===== config.mk =====
export PLATFORM = sky130hd
export DESIGN_NAME = fetch_sequencer_flat
export DESIGN_NICKNAME = d
export VERILOG_FILES = /design/src/rtl/fetch_pkg.sv /design/src/rtl/fetch_sequencer_if.sv /design/src/rtl/fetch_sequencer_perf_counter.sv /design/src/rtl/fetch_sequencer.sv /design/src/flat_wrapper.sv
export SDC_FILE = /design/constraint.sdc
export NUM_CORES = 1
export LEC_CHECK = 0
export ABC_CLOCK_PERIOD_IN_PS = 3000
export BUFFER_PORTS_ARGS = -buffer_cell sky130_fd_sc_hd__buf_4
export CAP_MARGIN = 20
export CORE_MARGIN = 2
export CORE_UTILIZATION = 47
export CTS_CLUSTER_SIZE = 8
export DETAILED_ROUTE_END_ITERATION = 7
export GPL_ROUTABILITY_DRIVEN = 1
export PLACE_DENSITY = 0.77
export SLEW_MARGIN = 20
export SYNTH_ARGS = -nofsm -noshare
export SYNTH_HDL_FRONTEND = slang
export SYNTH_SLANG_ARGS = --single-unit

===== constraint.sdc =====
create_clock -name clock -period 3 [get_ports clock]
set_clock_uncertainty 0.2 [all_clocks]
set_input_delay 0.45 -clock clock [delete_from_list [all_inputs] [get_ports clock]]
set_output_delay 0.45 -clock clock [all_outputs]
set_load 0.01 [all_outputs]

===== src/rtl/fetch_pkg.sv =====
// Shared types and constants for the fetch sequencer slice.
package fetch_pkg;
  typedef logic [1:0] state_t;

  localparam state_t ST_IDLE = 2'd0;
  localparam state_t ST_RUN  = 2'd1;
  localparam state_t ST_HALT = 2'd2;

  localparam logic [31:0] NOP_INST_C     = 32'h0000_0013;
  localparam logic [31:0] ECALL_INST     = 32'h0000_0073;
  localparam int          DEF_INST_BYTES = 1156;
endpackage


===== src/rtl/fetch_sequencer_if.sv =====
// Fetch-stage bus: control in, instruction memory port, IF/ID view and status out.
interface fetch_sequencer_if;
  logic        start;
  logic        stall;
  logic        flush;
  logic [31:0] branch_target;
  logic [31:0] mem_pc;
  logic        mem_stall;
  logic [31:0] mem_inst;
  logic [31:0] if_pc;
  logic [31:0] if_inst;
  logic        if_valid;
  logic        halted;
  logic        error;
  logic [31:0] fetch_count;
  logic [31:0] bubble_count;

  modport master (
    output start, stall, flush, branch_target, mem_inst,
    input  mem_pc, mem_stall, if_pc, if_inst, if_valid, halted, error,
           fetch_count, bubble_count
  );

  modport slave (
    input  start, stall, flush, branch_target, mem_inst,
    output mem_pc, mem_stall, if_pc, if_inst, if_valid, halted, error,
           fetch_count, bubble_count
  );
endinterface


===== src/rtl/fetch_sequencer_perf_counter.sv =====
// 32-bit event counter with enable and synchronous active-low clear; wraps modulo 2^32.
module perf_counter (
  input  logic        clock,
  input  logic        i_clr_n,
  input  logic        i_en,
  output logic [31:0] o_count
);
  logic [31:0] r_count;

  always_ff @(posedge clock) begin
    if (!i_clr_n) begin
      r_count <= 32'd0;
    end else if (i_en) begin
      r_count <= r_count + 32'd1;
    end
  end

  assign o_count = r_count;
endmodule


===== src/rtl/fetch_sequencer.sv =====
// IF-stage sequencer: PC register, IF/ID register and IDLE/RUN/HALT control.
// Memory sees the PC with zero latency; the fetched word lands in IF/ID one edge later.
module fetch_sequencer
  import fetch_pkg::*;
#(
  parameter logic [31:0] RESET_PC   = 32'h0000_0000,
  parameter int          INST_BYTES = DEF_INST_BYTES,
  parameter logic [31:0] NOP_INST   = NOP_INST_C
) (
  input logic         clock,
  input logic         reset,
  fetch_sequencer_if.slave bus
);
  state_t      r_state;
  logic [31:0] r_pc;
  logic [31:0] r_if_pc;
  logic [31:0] r_if_inst;
  logic        r_if_valid;
  logic        r_error;

  logic w_run;
  logic w_tgt_ok;
  logic w_pc_ok;
  logic w_fetch;
  logic w_bubble;

  assign w_run    = (r_state == ST_RUN);
  assign w_tgt_ok = (bus.branch_target[1:0] == 2'b00);
  // 33-bit sum so a PC near 2^32 cannot wrap back into range
  assign w_pc_ok  = (r_pc[1:0] == 2'b00) &&
                    (({1'b0, r_pc} + 33'd3) < 33'(INST_BYTES));
  assign w_fetch  = w_run && !bus.flush && !bus.stall && w_pc_ok;
  assign w_bubble = w_run && bus.flush && w_tgt_ok;

  always_ff @(posedge clock) begin
    if (!reset) begin
      r_state    <= ST_IDLE;
      r_pc       <= RESET_PC;
      r_if_pc    <= 32'd0;
      r_if_inst  <= NOP_INST;
      r_if_valid <= 1'b0;
      r_error    <= 1'b0;
    end else begin
      case (r_state)
        ST_IDLE: begin
          r_if_inst  <= NOP_INST;
          r_if_valid <= 1'b0;
          if (bus.start) begin
            r_state <= ST_RUN;
            r_pc    <= RESET_PC;
          end
        end
        ST_RUN: begin
          if (bus.flush) begin
            r_if_inst  <= NOP_INST;
            r_if_valid <= 1'b0;
            if (w_tgt_ok) begin
              r_pc <= bus.branch_target;
            end else begin
              r_state <= ST_HALT;
              r_error <= 1'b1;
            end
          end else if (!bus.stall) begin
            if (w_pc_ok) begin
              r_if_inst  <= bus.mem_inst;
              r_if_pc    <= r_pc;
              r_if_valid <= 1'b1;
              // ECALL is kept in IF/ID but the PC stays on it
              if (bus.mem_inst == ECALL_INST) begin
                r_state <= ST_HALT;
              end else begin
                r_pc <= r_pc + 32'd4;
              end
            end else begin
              r_state    <= ST_HALT;
              r_error    <= 1'b1;
              r_if_inst  <= NOP_INST;
              r_if_valid <= 1'b0;
            end
          end
        end
        default: begin
          r_if_inst  <= NOP_INST;
          r_if_valid <= 1'b0;
        end
      endcase
    end
  end

  perf_counter u_fetch_cnt (
    .clock   (clock),
    .i_clr_n (reset),
    .i_en    (w_fetch),
    .o_count (bus.fetch_count)
  );

  perf_counter u_bubble_cnt (
    .clock   (clock),
    .i_clr_n (reset),
    .i_en    (w_bubble),
    .o_count (bus.bubble_count)
  );

  assign bus.mem_pc    = r_pc;
  assign bus.mem_stall = !w_run || bus.stall;
  assign bus.if_pc     = r_if_pc;
  assign bus.if_inst   = r_if_inst;
  assign bus.if_valid  = r_if_valid;
  assign bus.halted    = (r_state == ST_HALT);
  assign bus.error     = r_error;
endmodule

===== src/flat_wrapper.sv =====
// flat-port wrapper written by rule: the top's interface ports become plain ports
module fetch_sequencer_flat import fetch_pkg::*;
#(
  parameter logic [31:0] RESET_PC   = 32'h0000_0000,
  parameter int          INST_BYTES = DEF_INST_BYTES,
  parameter logic [31:0] NOP_INST   = NOP_INST_C
)
  (clock, reset, bus_start, bus_stall, bus_flush, bus_branch_target, bus_mem_inst, bus_mem_pc, bus_mem_stall, bus_if_pc, bus_if_inst, bus_if_valid, bus_halted, bus_error, bus_fetch_count, bus_bubble_count);
  fetch_sequencer_if bus_i ();
  input logic clock;
  input logic reset;
  input wire logic [$bits(bus_i.start)-1:0] bus_start;
  input wire logic [$bits(bus_i.stall)-1:0] bus_stall;
  input wire logic [$bits(bus_i.flush)-1:0] bus_flush;
  input wire logic [$bits(bus_i.branch_target)-1:0] bus_branch_target;
  input wire logic [$bits(bus_i.mem_inst)-1:0] bus_mem_inst;
  output wire logic [$bits(bus_i.mem_pc)-1:0] bus_mem_pc;
  output wire logic [$bits(bus_i.mem_stall)-1:0] bus_mem_stall;
  output wire logic [$bits(bus_i.if_pc)-1:0] bus_if_pc;
  output wire logic [$bits(bus_i.if_inst)-1:0] bus_if_inst;
  output wire logic [$bits(bus_i.if_valid)-1:0] bus_if_valid;
  output wire logic [$bits(bus_i.halted)-1:0] bus_halted;
  output wire logic [$bits(bus_i.error)-1:0] bus_error;
  output wire logic [$bits(bus_i.fetch_count)-1:0] bus_fetch_count;
  output wire logic [$bits(bus_i.bubble_count)-1:0] bus_bubble_count;
  assign bus_i.start = bus_start;
  assign bus_i.stall = bus_stall;
  assign bus_i.flush = bus_flush;
  assign bus_i.branch_target = bus_branch_target;
  assign bus_i.mem_inst = bus_mem_inst;
  assign bus_mem_pc = bus_i.mem_pc;
  assign bus_mem_stall = bus_i.mem_stall;
  assign bus_if_pc = bus_i.if_pc;
  assign bus_if_inst = bus_i.if_inst;
  assign bus_if_valid = bus_i.if_valid;
  assign bus_halted = bus_i.halted;
  assign bus_error = bus_i.error;
  assign bus_fetch_count = bus_i.fetch_count;
  assign bus_bubble_count = bus_i.bubble_count;
  fetch_sequencer #(.RESET_PC(RESET_PC), .INST_BYTES(INST_BYTES), .NOP_INST(NOP_INST)) u_core (.clock(clock), .reset(reset), .bus(bus_i));
endmodule

==> results of run 1 <==
==> through the flow <==
step | hold WS, ns | area, um^2 | TNS, ns | util, %
2_1_floorplan | 0.286 | 7780 | 0 | -
3_3_place_gp | 0.249 | 10100 | -0.216 | 63.4
3_5_place_dp | 0.253 | 10200 | -3.65 | 63.4
4_1_cts | 0.0417 | 10800 | 0 | 67.4
5_1_grt | 0.0441 | 11100 | -1.38 | 69.6
6_report | 0.0654 | 11100 | -0.0206 | 69.6
==> worst register-to-register path, delay by kind of cell (launching register included) <==
family	cells	cell delay [ns]
buf+inv	2	0.35
simple gates	6	1.58
fa+ha+maj	1	0.15
compound gates	2	0.30
flops	1	0.36
==> path summary, 6_finish.rpt <==
path         slack, ns  cells past startpoint                                start                                          end
max reg2reg      -0.01                     11    u_core.bus.mem_pc[2]$_SDFFE_PN0P_  u_core.u_fetch_cnt.o_count[26]$_SDFFE_PN0P_
max              -0.01                     11    u_core.bus.mem_pc[2]$_SDFFE_PN0P_  u_core.u_fetch_cnt.o_count[26]$_SDFFE_PN0P_
min               0.07                      3                      bus_mem_inst[0]           u_core.bus.if_inst[0]$_SDFFE_PP1N_
min reg2reg       0.26                      2  u_core.bus.if_inst[14]$_SDFFE_PP0N_          u_core.bus.if_inst[14]$_SDFFE_PP0N_
==> cell type report <==
class                           instances  area (um^2)  area share (%)
Sequential cell                       164         3300            29.6
Clock inverter                         13          148            1.33
Inverter                               12         45.0           0.405
Clock buffer                           19          453            4.07
Tap cell                              216          270            2.43
Timing Repair Buffer                  325         2580            23.2
Multi-Input combinational cell        708         4330            38.9
==> state kept, by name (all words and copies together) (netlist names) <==
name / cells
u_core.r_state: 2
u_core.bus.if_inst: 32
u_core.bus.if_pc: 32
u_core.u_fetch_cnt.o_count: 32
u_core.bus.error: 1
u_core.bus.mem_pc: 32
u_core.u_bubble_cnt.o_count: 32
u_core.bus.if_valid: 1
==> power by group through the flow <==
stage                     Clock (W)  Sequential (W)  Combinational [W]
after floorplan                   0         0.00230           0.000417
final                       0.00221         0.00225           0.000847
after global placement            0         0.00229           0.000769
after global routing        0.00234         0.00225           0.000906
after detailed placement          0         0.00229           0.000773
after CTS                   0.00224         0.00224           0.000793
==> logic make-up after synthesis <==
| logic type | after synthesis | synth area share (%) |
|---|---|---|
| fa+ha+maj | 3 | 0.484 |
| xor+xnor | 48 | 5.42 |
| simple gates | 458 | 31.9 |
| flops | 164 | 42.3 |
| mux | 11 | 1.44 |
| buf+inv | 75 | 4.16 |
| compound gates | 188 | 14.3 |
==> layer usage <==
layer	global-route usage, %	part of all wire, %
met5	0	0
met4	10.2	2.2
met3	7.82	8.0
met2	42.1	46
met1	35.3	44
==> cell usage in the layout (no fill, tap or decap), types with 8 or more instances in the layout <==
cell / Yosys / routed
dfxtp_1: 164 / 153
nor3_1: 20 / 18
nand4_1: 24 / 24
and2_1: 14 / 14
clkbuf_16: 0 / 20
xnor2_1: 21 / 21
nand3_1: 38 / 38
buf_4: 3 / 309
o21a_1: 12 / 12
nor2_1: 67 / 67
and4_1: 13 / 12
a21oi_1: 73 / 66
o31ai_1: 15 / 11
and3_1: 38 / 37
nand2_1: 126 / 124
nor4_1: 24 / 21
or3_1: 24 / 23
dfxtp_2: 0 / 11
buf_6: 1 / 8
inv_1: 11 / 10
mux2i_1: 10 / 8
xor2_1: 27 / 27
o21ai_0: 60 / 56
nand3b_1: 30 / 30
==> timing repair <==
action,4_1_cts,5_1_grt
pin swaps,3,12
resized for setup,2,57
cloned,0,3
setup buffers,3,9
setup endpoints to repair,52,110
==> impl_metrics.json, run 1 <==
{
  "synth_commonest_cells": "164 x dfxtp_1, 126 x nand2_1, 73 x a21oi_1",
  "report.power.total_w": 0.00531,
  "cpMaxStageDelayCell": "or4_4",
  "p_int_w": 0.00387,
  "core_area_um2": 16000,
  "ctsLongestPathBuffers": 2,
  "insertion_delay_ns": 0.42,
  "route.detailed.drc": 0,
  "yosys.area.top_type": "dfxtp_1",
  "detail-route-antenna-nets": 0,
  "pre_cts_slack_ns": -0.172,
  "path_buf_inv": 2,
  "rsz0062_at_grt": "true",
  "synth-async-reset-ratio_pct": 0,
  "critPathKind": "reg2reg",
  "numCtsBuffers": 17,
  "slew_headroom_pct": 58.6,
  "start_util_pct": 48.5,
  "hold_class": "in2reg",
  "drv_cap": 0,
  "post-route-period-util_pct": 100,
  "antenna_cells": 0,
  "crit_arrival_ns": 3.16,
  "finalWirelength_um": 25000,
  "grt-ovfl-total": 0,
  "power_switching_w": 0.00144,
  "yosys_warnings": 0,
  "syn_avg_cell_area_um2": 8.19,
  "path_common_cell": "nand4_4",
  "gp_congestion": 0.999,
  "fmax_mhz": 332,
  "netlist_area_um2": 7750,
  "dp_hpwl_um": 17700,
  "cts_hold_buf": 0,
  "row_count": 46,
  "fin_ws_ns": -0.00978,
  "violations": "negative setup slack",
  "n_fill_cell": 1337,
  "crit_path_max_incr_delay_ns": 0.42,
  "cp_max_fo": 6,
  "yosysTopAreaCellShare_pct": 42.3,
  "track_usage_pct": 26.9,
  "drive_gt1_share_pct": 33.5,
  "synth-edff-count": 0,
  "seq_power_share_pct": 42.3,
  "die_w_um": 132,
  "crit_family": "simple AND/OR/NAND/NOR gates",
  "switching_share_pct": 27.1,
  "fin_nets": 1300,
  "io_buffers": 232,
  "viasPerCell": 5.57,
  "synth_flop_cell": "dfxtp_1",
  "dp_cells": 1410,
  "pin_count": 233,
  "vias": 8111,
  "pwr-share-clk_pct": 41.7,
  "status": "complete, but fails checks",
  "synth_seq_cells": 164,
  "crit_required_ns": 3.15,
  "crit_chain": "ha_4, nand4_4, or3_4, nor3_4, a32oi_2, nor4_4, buf_6, nand4_4, buf_12, or4_4, a21oi_2",
  "p_comb_share_pct": 16.0,
  "die_h_um": 132,
  "grt_pass1_wl_um": 38400,
  "setup_viol": 4,
  "grt_antenna_before_repair": 0,
  "grt_max_degree": 71,
  "cts_tree": "yes",
  "area_growth_syn_to_layout_pct": 43.6,
  "htreeDepth": 4,
  "cp-start-kind": "flop",
  "peakVddDrop_mv": 0.467,
  "powerDensity_nw_per_um2": 477,
  "finalHoldViolCount": 0,
  "syn_nets": 1019,
  "post-synth-top-count-cell": "dfxtp_1",
  "seq_area_frac_synth_pct": 42.3,
  "fin_crit_ns": 3.01,
  "synth_area_leaders": "dfxtp_1 42%, nand2_1 6.1%, a21oi_1 4.7%, o21ai_0 3.9%, nor2_1 3.2%",
  "netlist_instances": 947,
  "endpoint_kind": "flop",
  "leakage_nw": 4.51,
  "drt_iter0_drc": 507,
  "clk_pin_slew_ns": 0.07,
  "wire_per_inst_um": 17.2,
  "die-area_um2": 17500,
  "firstDrtPassIters": 5,
  "tightest_slew_ns": 0.620,
  "grt_pass1_vias": 7437,
  "drv_slew": 0,
  "stdcell_count": 1457,
  "cts_root_buffer": "clkbuf_16",
  "ys_types": 55,
  "clock-sinks": 164
}
Power figures use the tool's default switching activity.
==> run 2: changes to the inputs <==
--- a/config.mk
+++ b/config.mk
@@ -13,7 +13,7 @@
 export CTS_CLUSTER_SIZE = 8
 export DETAILED_ROUTE_END_ITERATION = 7
 export GPL_ROUTABILITY_DRIVEN = 1
-export PLACE_DENSITY = 0.77
+export PLACE_DENSITY = 0.82
 export SLEW_MARGIN = 20
 export SYNTH_ARGS = -nofsm -noshare
 export SYNTH_HDL_FRONTEND = slang
==> impl_metrics.json, run 2 (synthesis gave the netlist of run 1 again) <==
{
  "area_growth_syn_to_layout_pct": 47.9,
  "crit_required_ns": 3.16,
  "regArea_um2": 3290,
  "route.detailed.drc": 0,
  "drive_gt1_share_pct": 35.2,
  "rsz0062_at_grt": "true",
  "finalWirelength_um": 26500,
  "firstDrtPassIters": 7,
  "drt_iter0_drc": 656,
  "leakage_nw": 4.69,
  "insertion_delay_ns": 0.43,
  "grt_antenna_before_repair": 0,
  "fin_crit_ns": 3.18,
  "r2r_start": "u_core.bus.mem_pc[7]$_SDFFE_PN0P_",
  "crit_path_end": "u_core.u_fetch_cnt.o_count[31]$_SDFFE_PN0P_",
  "r2r_end": "u_core.u_fetch_cnt.o_count[31]$_SDFFE_PN0P_",
  "grt_max_degree": 71,
  "dp_hpwl_um": 17700,
  "peakVddDrop_mv": 0.454,
  "drv_cap": 0,
  "critPathKind": "reg2reg",
  "status": "complete, but fails checks",
  "antenna_cells": 0,
  "cpMaxStageDelayCell": "dfxtp_1",
  "viasPerCell": 5.73,
  "htreeDepth": 4,
  "r2r_cells": 12,
  "grt_pass1_wl_um": 39200,
  "setup_tns_ns": -5.11,
  "finalHoldViolCount": 0,
  "crit_arrival_ns": 3.34,
  "cts_tree": "yes",
  "row_count": 46,
  "endpoint_kind": "flop",
  "crit_path_max_incr_delay_ns": 0.41,
  "core_area_um2": 16000,
  "holdCritStartpoint": "bus_mem_inst[1]",
  "die_w_um": 132,
  "ctsLongestPathBuffers": 2,
  "fmax_mhz": 314,
  "reg2reg_slack_ns": -0.18,
  "cts_root_buffer": "clkbuf_16",
  "final_common_cell": "buf_4",
  "cp-start-kind": "flop",
  "n_fill_cell": 1246,
  "post-route-period-util_pct": 106,
  "hold_class": "in2reg",
  "hold_ws_ns": 0.0551,
  "vias": 8447,
  "start_util_pct": 48.5,
  "clk_pin_slew_ns": 0.07,
  "crit_chain": "buf_4, nand4_1, o21ai_0, nand3_2, a22o_4, a2111oi_4, clkbuf_16, nand4_1, buf_6, buf_12, or4_4, a21oi_2",
  "die-area_um2": 17500,
  "crit_start": "u_core.bus.mem_pc[7]$_SDFFE_PN0P_",
  "detail-route-antenna-nets": 0,
  "numCtsBuffers": 17,
  "wire_per_inst_um": 18.0,
  "multi_input_area_um2": 4460,
  "path_common_cell": "nand4_1",
  "clock-sinks": 164,
  "fin_nets": 1317,
  "die_h_um": 132,
  "tightest_slew_ns": 0.563,
  "cp_max_fo": 9,
  "pin_count": 233,
  "grt_pass1_vias": 7796,
  "drv_slew": 0,
  "grt-ovfl-total": 0,
  "violations": "negative setup slack",
  "final_cell_mix": "314 x buf_4, 157 x dfxtp_1, 121 x nand2_1, 67 x nor2_1, 61 x a21oi_1",
  "setup_viol": 81,
  "powerDensity_nw_per_um2": 486,
  "fin_ws_ns": -0.181,
  "gp_congestion": 0.967,
  "io_buffers": 232,
  "slew_headroom_pct": 62.4,
  "track_usage_pct": 27.3
}
==> run 2: where the power goes <==
| group | internal (W) | switching [W] | total (W) |
|---|---|---|---|
| registers | 0.00221 | 0.0000321 | 0.00224 |
| logic | 0.000540 | 0.000607 | 0.00115 |
| clock network | 0.00126 | 0.000927 | 0.00218 |
==> run 2: cell type report <==
| class | instances | area share, % |
|---|---|---|
| Multi-Input combinational cell | 709 | 38.9 |
| Sequential cell | 164 | 28.7 |
| Timing Repair Buffer | 341 | 24.5 |
| Clock buffer | 18 | 3.83 |
| Tap cell | 216 | 2.36 |
| Clock inverter | 14 | 1.31 |
| Inverter | 12 | 0.393 |
==> run 2: worst min path at each step <==
| stage | end | slack, ns | cells past startpoint |
|---|---|---|---|
| 3_3_place_gp | u_core.bus.if_inst[16]$_SDFFE_PP0N_ | 0.25 | 2 |
| 4_1_cts | u_core.bus.if_inst[1]$_SDFFE_PP1N_ | 0.04 | 3 |
| 3_5_place_dp | u_core.bus.if_inst[2]$_SDFFE_PP0N_ | 0.25 | 2 |
| 2_1_floorplan | u_core.bus.if_inst[10]$_SDFFE_PP0N_ | 0.29 | 2 |
| 5_1_grt | u_core.bus.if_inst[0]$_SDFFE_PP1N_ | 0.06 | 3 |
| 6_report | u_core.bus.if_inst[1]$_SDFFE_PP1N_ | 0.06 | 3 |
==> run 2: per-stage QoR <==
stage                     utilization, %  std cells  worst slack, ns  power, W  area [um^2]
after floorplan                        -        947          0.00226   0.00272         7780
after global placement              63.8       1415          -0.0376   0.00306        10200
after CTS                           67.9       1452          -0.0625   0.00526        10900
after global routing                71.7       1474           -0.262   0.00575        11500
after detailed placement            63.8       1415           -0.157   0.00307        10200
final                               71.7       1474           -0.181   0.00557        11500
==> run 2: routing by layer <==
metal	vias up	wire length, um	GRT usage [%]
li1	4005	-	-
met1	3950	10600	34.4
met2	414	12400	44.1
met3	78	2380	8.01
met4	0	1060	10.8
met5	-	0	0
==> run 2: repair_timing <==
item	in CTS	in global routing
hold buffers	0	0
gates resized for setup	9	90
setup endpoints to repair	103	123
pin swaps	3	41
buffers inserted	5	13
gates cloned	0	9
==> run 2: worst max-delay path, delay by kind of cell (launching register included) <==
family                 cells  cell delay [ns]
AO/OA/AOI/OAI              4             1.05
AND/OR/NAND/NOR            4             0.75
buffers and inverters      4             0.71
flip-flops                 1             0.41
==> run 3: changes to the inputs <==
--- a/config.mk
+++ b/config.mk
@@ -5,11 +5,11 @@
 export SDC_FILE = /design/constraint.sdc
 export NUM_CORES = 1
 export LEC_CHECK = 0
-export ABC_CLOCK_PERIOD_IN_PS = 3000
+export ABC_CLOCK_PERIOD_IN_PS = 2700
 export BUFFER_PORTS_ARGS = -buffer_cell sky130_fd_sc_hd__buf_4
 export CAP_MARGIN = 20
 export CORE_MARGIN = 2
-export CORE_UTILIZATION = 47
+export CORE_UTILIZATION = 48
 export CTS_CLUSTER_SIZE = 8
 export DETAILED_ROUTE_END_ITERATION = 7
 export GPL_ROUTABILITY_DRIVEN = 1
@@ -17,4 +17,5 @@
 export SLEW_MARGIN = 20
 export SYNTH_ARGS = -nofsm -noshare
 export SYNTH_HDL_FRONTEND = slang
+export SYNTH_HIERARCHICAL = 1
 export SYNTH_SLANG_ARGS = --single-unit
==> constraint.sdc (replaced) <==
create_clock -name clock -period 2.7 [get_ports clock]
set_clock_uncertainty 0.2 [all_clocks]
set_input_delay 0.405 -clock clock [delete_from_list [all_inputs] [get_ports clock]]
set_output_delay 0.405 -clock clock [all_outputs]
set_load 0.01 [all_outputs]
==> impl_metrics.json, run 3 <==
{
  "status": "complete, but fails checks",
  "violations": "negative setup slack",
  "synth_area_leaders": "dfxtp_1 40%, nand2_1 6.4%, a21oi_1 4.1%, mux2i_1 3.8%, xnor2_1 2.9%",
  "dp_hpwl_um": 19200,
  "start_util_pct": 49.3,
  "post-route-period-util_pct": 138,
  "powerDensity_nw_per_um2": 624,
  "peakVddDrop_mv": 0.643,
  "core_area_um2": 16600,
  "crit_required_ns": 2.86,
  "finalHoldViolCount": 0,
  "fin_nets": 1415,
  "grt_most_used_layer": "met2",
  "wire_per_inst_um": 18.6,
  "numCtsBuffers": 17,
  "multi_input_area_um2": 5050,
  "hold_ws_ns": 0.0493,
  "clk_pin_slew_ns": 0.07,
  "slew_headroom_pct": 54.9,
  "grt_antenna_before_repair": 0,
  "synth_commonest_cells": "164 x dfxtp_1, 140 x nand2_1, 68 x a21oi_1",
  "grt_max_degree": 69,
  "grt_pass1_vias": 8903,
  "synth_flop_cell": "dfxtp_1",
  "ys_types": 69,
  "rsz0062_at_grt": "true",
  "synth-async-reset-ratio_pct": 0,
  "hold_class": "in2reg",
  "die-area_um2": 18200,
  "fin_ws_ns": -1.03,
  "route.detailed.drc": 0,
  "met3_usage_pct": 7.21,
  "die_h_um": 135,
  "cts_hold_buf": 0,
  "seq_area_frac_synth_pct": 40.0,
  "finalWirelength_um": 29300,
  "ctsLongestPathBuffers": 2,
  "cts_root_buffer": "clkbuf_16",
  "detail-route-antenna-nets": 0,
  "met1_usage_pct": 37.6,
  "final_cell_mix": "362 x buf_4, 150 x dfxtp_1, 137 x nand2_1, 58 x nor2_1, 52 x a21oi_1",
  "cts_tree": "yes",
  "use_met2_pct": 53.5,
  "post-synth-top-count-cell": "dfxtp_1",
  "fmax_mhz": 268,
  "syn_nets": 1057,
  "netlist_instances": 985,
  "firstDrtPassIters": 5,
  "syn_avg_cell_area_um2": 8.34,
  "clock-sinks": 164,
  "yosys.area.top_type": "dfxtp_1",
  "critPathKind": "reg2reg",
  "n_fill_cell": 1145,
  "endpoint_kind": "flop",
  "area_growth_syn_to_layout_pct": 54.5,
  "track_usage_pct": 31.2,
  "drive_gt1_share_pct": 41.0,
  "cp-start-kind": "flop",
  "pin_count": 233,
  "yosysTopAreaCellShare_pct": 40.0,
  "die_w_um": 135,
  "drv_slew": 0,
  "yosys_warnings": 6,
  "tightest_slew_ns": 0.675,
  "cp_max_fo": 7,
  "vias": 9273,
  "regArea_um2": 3300,
  "drv_cap": 0,
  "final_common_cell": "buf_4",
  "insertion_delay_ns": 0.43,
  "grt_pass1_wl_um": 45400,
  "grt-ovfl-total": 0,
  "synth-edff-count": 0,
  "setup_viol": 130,
  "viasPerCell": 5.89,
  "fin_util_pct": 76.2,
  "htreeDepth": 4,
  "netlist_area_um2": 8210,
  "leakage_nw": 5.21,
  "row_count": 47,
  "synth_seq_cells": 164,
  "drt_iter0_drc": 850,
  "io_buffers": 232,
  "antenna_cells": 0,
  "crit_arrival_ns": 3.89,
  "gp_congestion": 0.945,
  "fin_crit_ns": 3.73
}
## run 3: changes by cell type after synthesis, moves of 8 or more
cell,delta
o21a_1,-10
nand4_1,+13
or4_1,+9
nand2b_1,+9
o21ai_0,-20
or3_1,-8
nand2_1,+14
and2_1,-10
mux2i_1,+21
o41ai_1,+9
nor2_1,-8
## run 3: path summary, 6_finish.rpt
kind | from | endpoint | slack [ns] | cells past startpoint
worst min register to register | u_core/bus.if_pc[6]$_SDFFE_PN0P_ | u_core/bus.if_pc[6]$_SDFFE_PN0P_ | 0.26 | 2
worst max-delay path | u_core/bus.mem_pc[1]$_SDFFE_PN0P_ | u_core/u_fetch_cnt/o_count[28]$_SDFFE_PN0P_ | -1.03 | 12
worst max register to register | u_core/bus.mem_pc[1]$_SDFFE_PN0P_ | u_core/u_fetch_cnt/o_count[28]$_SDFFE_PN0P_ | -1.03 | 12
worst min-delay path | bus_mem_inst[0] | u_core/bus.if_inst[0]$_SDFFE_PP1N_ | 0.05 | 3
## run 3: metrics by stage
step           power, W  std cells  setup TNS (ns)  instance area, um^2  setup slack [ns]
2_1_floorplan   0.00370        985          -39.89                 8370             -1.11
3_3_place_gp    0.00452       1504          -65.56                11100            -0.903
3_5_place_dp    0.00456       1504          -74.61                11100             -1.03
4_1_cts         0.00783       1574          -72.82                12500            -0.926
5_1_grt         0.00817       1575          -81.89                12700             -1.16
6_report        0.00791       1575          -71.33                12700             -1.03
## run 3: report_power, final
part           leakage [nW]  switching, W  internal, W  total [W]
sequential             1.33     0.0000765      0.00250    0.00257
clock                 0.283       0.00110      0.00139    0.00249
combinational          3.59       0.00134      0.00150    0.00285
## run 3: repair_timing
| action | 4_1_cts | 5_1_grt |
|---|---|---|
| pin swaps | 61 | 27 |
| setup buffers | 40 | 4 |
| gates resized for setup | 107 | 45 |
| endpoints found under the setup margin | 130 | 130 |
| cloned | 7 | 0 |
## run 3: logic make-up after synthesis
family	after synthesis	synth area share [%]
fa+ha+maj	3	0.457
simple gates	469	31.2
compound gates	176	13.6
xor+xnor	55	5.96
mux	32	3.92
buf+inv	86	4.91
flops	164	40.0
## run 3: cell type report
class / instances / area share [%]
Clock buffer: 17 / 3.35
Clock inverter: 14 / 1.30
Inverter: 15 / 0.444
Multi-Input combinational cell: 735 / 39.8
Sequential cell: 164 / 26.0
Tap cell: 220 / 2.17
Timing Repair Buffer: 410 / 26.9
## run 3: metal layers
layer / routed length, um / up-vias / part of all wire, %
li1: - / 4286 / -
met1: 11300 / 4393 / 39
met2: 14500 / 516 / 49
met3: 2690 / 78 / 9.2
met4: 803 / 0 / 2.7
met5: 0 / - / 0
## run 3: critical path: stages (launching register included)
cell and delay (ns):
dfxtp_2 0.35, o211ai_4 0.10, or4_4 0.54, or3_4 0.40, xnor2_2 0.16, nor4_4 0.23
nand2_1 0.13, nor4_4 0.26, and4_1 0.27, nand4_1 0.20, buf_6 0.21, or4_1 0.47
a21oi_1 0.14
